File: src/rtl/similarity_arb_pkg.sv
// Shared types, FSM state codes and the round-robin pick helper for the
// similarity mapper request arbiter.
package similarity_arb_pkg;

  localparam int MAX_REQ   = 8;
  localparam int MAX_IDX_W = 3;

  typedef logic [1:0] state_t;
  localparam state_t ST_IDLE    = 2'd0;
  localparam state_t ST_BUSY    = 2'd1;
  localparam state_t ST_RELEASE = 2'd2;

  // Default-width aliases for code that talks to the mapper at its stock size
  typedef logic [4:0]  hv_addr_t;
  typedef logic [31:0] hv_data_t;

  typedef struct packed {
    logic                 any;
    logic [MAX_IDX_W-1:0] idx;
    logic [MAX_REQ-1:0]   onehot;
  } rr_pick_t;

  // First set request at or after ptr, wrapping at num; ptr must be below num
  function automatic rr_pick_t rr_pick(input logic [MAX_REQ-1:0]   req,
                                       input logic [MAX_IDX_W-1:0] ptr,
                                       input int unsigned          num);
    rr_pick_t    r;
    int unsigned k;
    r = '0;
    for (int unsigned i = 0; i < MAX_REQ; i++) begin
      k = 32'(ptr) + i;
      if (k >= num) k = k - num;
      if (i < num && !r.any && req[k[MAX_IDX_W-1:0]]) begin
        r.any                         = 1'b1;
        r.idx                         = k[MAX_IDX_W-1:0];
        r.onehot[k[MAX_IDX_W-1:0]]    = 1'b1;
      end
    end
    return r;
  endfunction

endpackage

File: src/rtl/similarity_request_arbiter_rr_arbiter.sv
// Round-robin picker: combinational choice from the current pointer, and a
// registered pointer that moves just past the finished owner.
module rr_arbiter
  import similarity_arb_pkg::*;
#(
  parameter  int NUM_REQ = 4,
  localparam int IDX_W   = $clog2(NUM_REQ)
) (
  input  logic               clk,
  input  logic               reset,
  input  logic [NUM_REQ-1:0] i_req,
  input  logic               i_advance,
  input  logic [IDX_W-1:0]   i_owner,
  output logic               o_any,
  output logic [NUM_REQ-1:0] o_onehot,
  output logic [IDX_W-1:0]   o_idx
);

  logic [IDX_W-1:0]     r_ptr;
  logic [MAX_REQ-1:0]   w_req_ext;
  logic [MAX_IDX_W-1:0] w_ptr_ext;
  rr_pick_t             w_pick;
  logic                 w_unused_pick;

  always_comb begin
    w_req_ext                = '0;
    w_req_ext[NUM_REQ-1:0]   = i_req;
    w_ptr_ext                = '0;
    w_ptr_ext[IDX_W-1:0]     = r_ptr;
    w_pick                   = rr_pick(w_req_ext, w_ptr_ext, NUM_REQ);
  end

  assign o_any         = w_pick.any;
  assign o_onehot      = w_pick.onehot[NUM_REQ-1:0];
  assign o_idx         = w_pick.idx[IDX_W-1:0];
  assign w_unused_pick = &{1'b0, w_pick};

  always_ff @(posedge clk or posedge reset) begin
    if (reset)
      r_ptr <= '0;
    else if (i_advance)
      r_ptr <= (i_owner == IDX_W'(NUM_REQ - 1)) ? '0 : i_owner + 1'b1;
  end

endmodule

File: src/rtl/similarity_request_arbiter.sv
// Shares one SimilarityDirectMapper between NUM_REQ requesters with
// round-robin arbitration, range checking and a busy watchdog.
module similarity_request_arbiter
  import similarity_arb_pkg::*;
#(
  parameter int NUM_REQ          = 4,
  parameter int HV_DATA_WIDTH    = 32,
  parameter int HV_ADDRESS_WIDTH = 5,
  parameter int TIMEOUT_CYCLES   = 1024
) (
  input  logic                                clk,
  input  logic                                reset,
  input  logic [NUM_REQ-1:0]                  req,
  input  logic [NUM_REQ*HV_ADDRESS_WIDTH-1:0] req_hva,
  input  logic [NUM_REQ*HV_ADDRESS_WIDTH-1:0] req_hvb,
  input  logic [NUM_REQ*HV_ADDRESS_WIDTH-1:0] req_start,
  input  logic [NUM_REQ*HV_ADDRESS_WIDTH-1:0] req_end,
  output logic [NUM_REQ-1:0]                  grant,
  output logic [NUM_REQ-1:0]                  resp_valid,
  output logic [NUM_REQ-1:0]                  resp_err,
  output logic [HV_DATA_WIDTH-1:0]            resp_AA,
  output logic [HV_DATA_WIDTH-1:0]            resp_BB,
  output logic [HV_DATA_WIDTH-1:0]            resp_AB,
  output logic                                m_valid,
  output logic [HV_ADDRESS_WIDTH-1:0]         m_hva,
  output logic [HV_ADDRESS_WIDTH-1:0]         m_hvb,
  output logic [HV_ADDRESS_WIDTH-1:0]         m_hv_start,
  output logic [HV_ADDRESS_WIDTH-1:0]         m_hv_end,
  input  logic                                m_done,
  input  logic [HV_DATA_WIDTH-1:0]            m_AA,
  input  logic [HV_DATA_WIDTH-1:0]            m_BB,
  input  logic [HV_DATA_WIDTH-1:0]            m_AB
);

  localparam int                 IDX_W = $clog2(NUM_REQ);
  localparam int                 WD_W  = $clog2(TIMEOUT_CYCLES + 1);
  localparam int                 AW    = HV_ADDRESS_WIDTH;
  localparam logic [NUM_REQ-1:0] ONE   = 1;

  state_t                   r_state;
  logic [IDX_W-1:0]         r_owner;
  logic [WD_W-1:0]          r_wdog;
  logic [AW-1:0]            r_hva, r_hvb, r_start, r_end;
  logic [NUM_REQ-1:0]       r_grant, r_resp_valid, r_resp_err;
  logic [HV_DATA_WIDTH-1:0] r_AA, r_BB, r_AB;

  logic                     w_any, w_busy, w_advance;
  logic [NUM_REQ-1:0]       w_onehot, w_owner_onehot;
  logic [IDX_W-1:0]         w_idx;
  logic [AW-1:0]            w_sel_hva, w_sel_hvb, w_sel_start, w_sel_end;

  assign w_busy         = (r_state == ST_BUSY);
  // Pointer only moves once the mapper has dropped done, never on a stale one
  assign w_advance      = (r_state == ST_RELEASE) && !m_done;
  assign w_owner_onehot = ONE << r_owner;

  assign w_sel_hva   = req_hva[w_idx*AW +: AW];
  assign w_sel_hvb   = req_hvb[w_idx*AW +: AW];
  assign w_sel_start = req_start[w_idx*AW +: AW];
  assign w_sel_end   = req_end[w_idx*AW +: AW];

  rr_arbiter #(.NUM_REQ(NUM_REQ)) u_rr (
    .clk       (clk),
    .reset     (reset),
    .i_req     (req),
    .i_advance (w_advance),
    .i_owner   (r_owner),
    .o_any     (w_any),
    .o_onehot  (w_onehot),
    .o_idx     (w_idx)
  );

  always_ff @(posedge clk or posedge reset) begin
    if (reset) begin
      r_state      <= ST_IDLE;
      r_owner      <= '0;
      r_wdog       <= '0;
      r_hva        <= '0;
      r_hvb        <= '0;
      r_start      <= '0;
      r_end        <= '0;
      r_grant      <= '0;
      r_resp_valid <= '0;
      r_resp_err   <= '0;
      r_AA         <= '0;
      r_BB         <= '0;
      r_AB         <= '0;
    end else begin
      r_grant      <= '0;
      r_resp_valid <= '0;
      r_resp_err   <= '0;
      case (r_state)
        ST_IDLE: begin
          if (w_any) begin
            r_owner <= w_idx;
            r_hva   <= w_sel_hva;
            r_hvb   <= w_sel_hvb;
            r_start <= w_sel_start;
            r_end   <= w_sel_end;
            r_grant <= w_onehot;
            if (w_sel_start > w_sel_end) begin
              r_resp_err <= w_onehot;
              r_state    <= ST_RELEASE;
            end else begin
              r_state    <= ST_BUSY;
            end
          end
        end
        ST_BUSY: begin
          r_wdog <= r_wdog + 1'b1;
          // done has priority over an expiring watchdog in the same cycle
          if (m_done) begin
            r_AA         <= m_AA;
            r_BB         <= m_BB;
            r_AB         <= m_AB;
            r_resp_valid <= w_owner_onehot;
            r_state      <= ST_RELEASE;
          end else if (r_wdog == WD_W'(TIMEOUT_CYCLES - 1)) begin
            r_resp_err   <= w_owner_onehot;
            r_state      <= ST_RELEASE;
          end
        end
        ST_RELEASE: begin
          if (!m_done) begin
            r_wdog  <= '0;
            r_state <= ST_IDLE;
          end
        end
        default: r_state <= ST_IDLE;
      endcase
    end
  end

  assign grant      = r_grant;
  assign resp_valid = r_resp_valid;
  assign resp_err   = r_resp_err;
  assign resp_AA    = r_AA;
  assign resp_BB    = r_BB;
  assign resp_AB    = r_AB;
  assign m_valid    = w_busy;
  assign m_hva      = w_busy ? r_hva   : '0;
  assign m_hvb      = w_busy ? r_hvb   : '0;
  assign m_hv_start = w_busy ? r_start : '0;
  assign m_hv_end   = w_busy ? r_end   : '0;

endmodule

File: config.mk
export PLATFORM = sky130hd
export DESIGN_NAME = similarity_request_arbiter
export DESIGN_NICKNAME = d
export VERILOG_FILES = /design/src/rtl/similarity_arb_pkg.sv /design/src/rtl/similarity_request_arbiter_rr_arbiter.sv /design/src/rtl/similarity_request_arbiter.sv
export SDC_FILE = /design/constraint.sdc
export NUM_CORES = 1
export LEC_CHECK = 0
export BUFFER_PORTS_ARGS = -buffer_cell sky130_fd_sc_hd__buf_4
export CORE_UTILIZATION = 45
export DETAILED_ROUTE_END_ITERATION = 8
export MAX_ROUTING_LAYER = met4
export PLACE_DENSITY = 0.76
export SLEW_MARGIN = 0
export SYNTH_ARGS = -nofsm -noshare
export SYNTH_HDL_FRONTEND = slang
export SYNTH_HIERARCHICAL = 1
export SYNTH_SLANG_ARGS = --single-unit
File: constraint.sdc
create_clock -name clk -period 8.35 [get_ports clk]
set_input_delay 0.835 -clock clk [delete_from_list [all_inputs] [get_ports clk]]
set_output_delay 0.835 -clock clk [all_outputs]
set_load 0.005 [all_outputs]
==> impl_metrics.yaml <==
cts:
  hold_buffers: 0
  numClockSinks: 145
  max-clock-path-buffers: 2
  cts_tree: "yes"
  cts_resized: 0
  cts_buffers: 17
  root_buffer: "clkbuf_16"
  clk_latency_ns: 0.42
  cts_setup_buffers: 0
  cts-htree-levels: 4
  clk_pin_slew_ns: 0.06
routing:
  first_pass_iters: 4
  drt-initial-drc-count: 299
  detail-route-antenna-nets: 0
  drc_errors: 0
  via_count: 5352
  via_per_inst: 5.29
  wl_mm: 18.2
  post_drt_wl_per_cell_um: 18.0
worst_hold_path:
  hold_path.class: "in -> async"
flow_run:
  cap_violations: 0
global_route:
  grt_pass1_vias: 5482
  antenna_found_initial: 0
  grt_max_degree: 89
  gr-usage-all-layers_pct: 23.8
  grt_pass1_wl_mm: 28.3
  overflow: 0
sta:
  hold_violations: 0
  slew_headroom_pct: 22.7
  fin_crit_ns: 4.85
  setup_violations: 0
  finalClockSkew_ns: 0.00856
  hold_slack_ns: 0.316
  slew_violations: 0
  worst_pin_slew_ns: 1.16
  max_freq_mhz: 206
  finalCritPeriodShare_pct: 58.1
  rsz0062_at_grt: "no"
  fin_tns_setup_ns: 0
placement:
  globalplace.congestion: 0.894
  portBuffers: 311
  hpwlAfterDp_mm: 13.8
  placed_cell_area_mm2: 0.00945
  placedCellCount: 979
worst_setup_path:
  crit_required_ns: 8.64
  end_kind: "flop"
  arrival_ns: 5.14
  crit_fanout: 22
  critPathLaunchType: "flop"
  crit_path_start: "u_rr/r_ptr[0]"
  timing_worst_setup_path_type: "reg -> reg"
  crit-reg2reg-launch: "u_rr/r_ptr[0]"
final_layout:
  layout_commonest_cell: "buf_4"
  area_delta_synth_final_pct: 43.9
  n_antenna_cell: 0
  finalInstanceArea_mm2: 0.0101
  final_cells: 1011
  drive_gt1_share_pct: 60.0
  num-nets-final: 1008
  final_cell_mix: "buf_4 (315), dfrtp_1 (145), mux2_2 (104)"
synth:
  syn-num-nets: 702
  syn_avg_cell_area_um2: 13.9
  netlist_instances: 504
  yosysUniqueCellTypes: 52
  ys_ff_latch: 145
  yosysSeqAreaShare_pct: 51.9
  synthFlopType: "dfrtp_1"
  synthArstFlopShare_pct: 100
  synth_area_mm2: 0.00699
  synth_edf_count: 0
  synth-warning-count: 6
floorplan:
  rows: 45
  floorplan.initialDensity_pct: 46.0
  dieWidth_um: 127
  die_y_um: 127
  core_area_mm2: 0.0152
  ios: 312
  fp.dieArea_mm2: 0.0160
power_and_ir_drop:
  power_mw: 3.97
  peakVddDrop_uv: 315
  power_leakage_nw: 4.88
  powerDensity_mw_per_mm2: 394
status:
  outcome: "finished clean"
-- per-stage QoR --
step / utilization (%) / worst slack [ns]
after floorplan: - / 3.68
after global placement: 62.2 / 3.66
after detailed placement: 62.2 / 3.46
after CTS: 66.2 / 3.47
after global routing: 66.2 / 3.08
final: 66.2 / 3.50
-- state kept, by name (all words and copies together) (netlist names) --
name,count
grant,4
r_end,5
r_hva,5
r_hvb,5
r_owner,2
r_start,5
r_state,2
r_wdog,11
resp_AA,32
resp_AB,32
resp_BB,32
resp_err,4
resp_valid,4
u_rr/r_ptr,2
-- kinds of logic (layout without fill, tap and decap cells) --
family	count (synthesis)	count (layout)	share of synthesized area, %
flip-flops	145	145	51.9
buffers and inverters	40	359	3.08
XOR/XNOR	2	2	0.251
multiplexers	148	148	28.3
adder cells (fa/ha/maj)	15	15	2.68
AO/OA/AOI/OAI	53	53	5.05
AND/OR/NAND/NOR	101	101	8.75
-- area by class of cell --
| cell class | instances | area [µm²] |
|---|---|---|
| multi-input cells | 319 | 3170 |
| well taps | 188 | 235 |
| flip-flops and latches | 145 | 3630 |
| fillers | 1140 | 5140 |
| clock inverters | 13 | 160 |
| inverters | 12 | 50.0 |
| repair buffers | 315 | 2360 |
| clock buffers | 19 | 453 |
-- final timing paths --
path	endpoint	slack [ns]	cells after the start
worst max-delay path	r_state[1]	3.50	11
worst min-delay path	u_rr/r_ptr[1]	0.32	2
worst max register to register	r_state[1]	3.50	11
worst min register to register	resp_AB[13]	0.49	1
max in group asynchronous	resp_AA[29]	6.44	3
min in group clk	resp_AB[13]	0.49	1
-- layer usage --
| layer | wire length (µm) | up-vias | track usage (%) | share of wire [%] |
|---|---|---|---|---|
| li1 | - | 2443 | - | - |
| met1 | 6730 | 2627 | 26.2 | 37 |
| met2 | 9780 | 254 | 41.6 | 54 |
| met3 | 1340 | 28 | 6.24 | 7.3 |
| met4 | 382 | 0 | 8.33 | 2.1 |
| met5 | 0 | - | - | 0 |
-- cell usage after synthesis (5+ instances only) --
cell type  number  share of area [%]
dfrtp_1       145                 52
mux2_2        104                 17
and2_1         28                2.5
o21ai_0        23                1.6
mux4_2         22                7.1
nand2_1        17               0.91
ha_1           15                2.7
buf_2          13               0.93
inv_1          11               0.59
nor2_1         11               0.59
mux2_4         10                2.1
mux2_1          8                1.3
a22o_1          7               0.88
clkbuf_1        7               0.38
nand2b_1        6               0.54
buf_6           5               0.81
nand3_1         5               0.36
nor2b_1         5               0.45
-- worst max-delay path, stage by stage, from the launching register on --
cell     delay, ns
dfrtp_1       0.80
inv_1         0.26
ha_1          0.53
mux4_2        0.34
and2b_1       0.23
o21ai_4       0.76
mux4_2        0.64
ha_1          0.32
o21ai_0       0.14
a21oi_1       0.06
o31a_1        0.32
a221o_1       0.33
-- power by group --
group          switching, mW  internal (mW)
combinational          0.801           1.15
sequential             0.209           1.04
clock                  0.287          0.485
No activity file was read; power rests on OpenSTA's default activity.
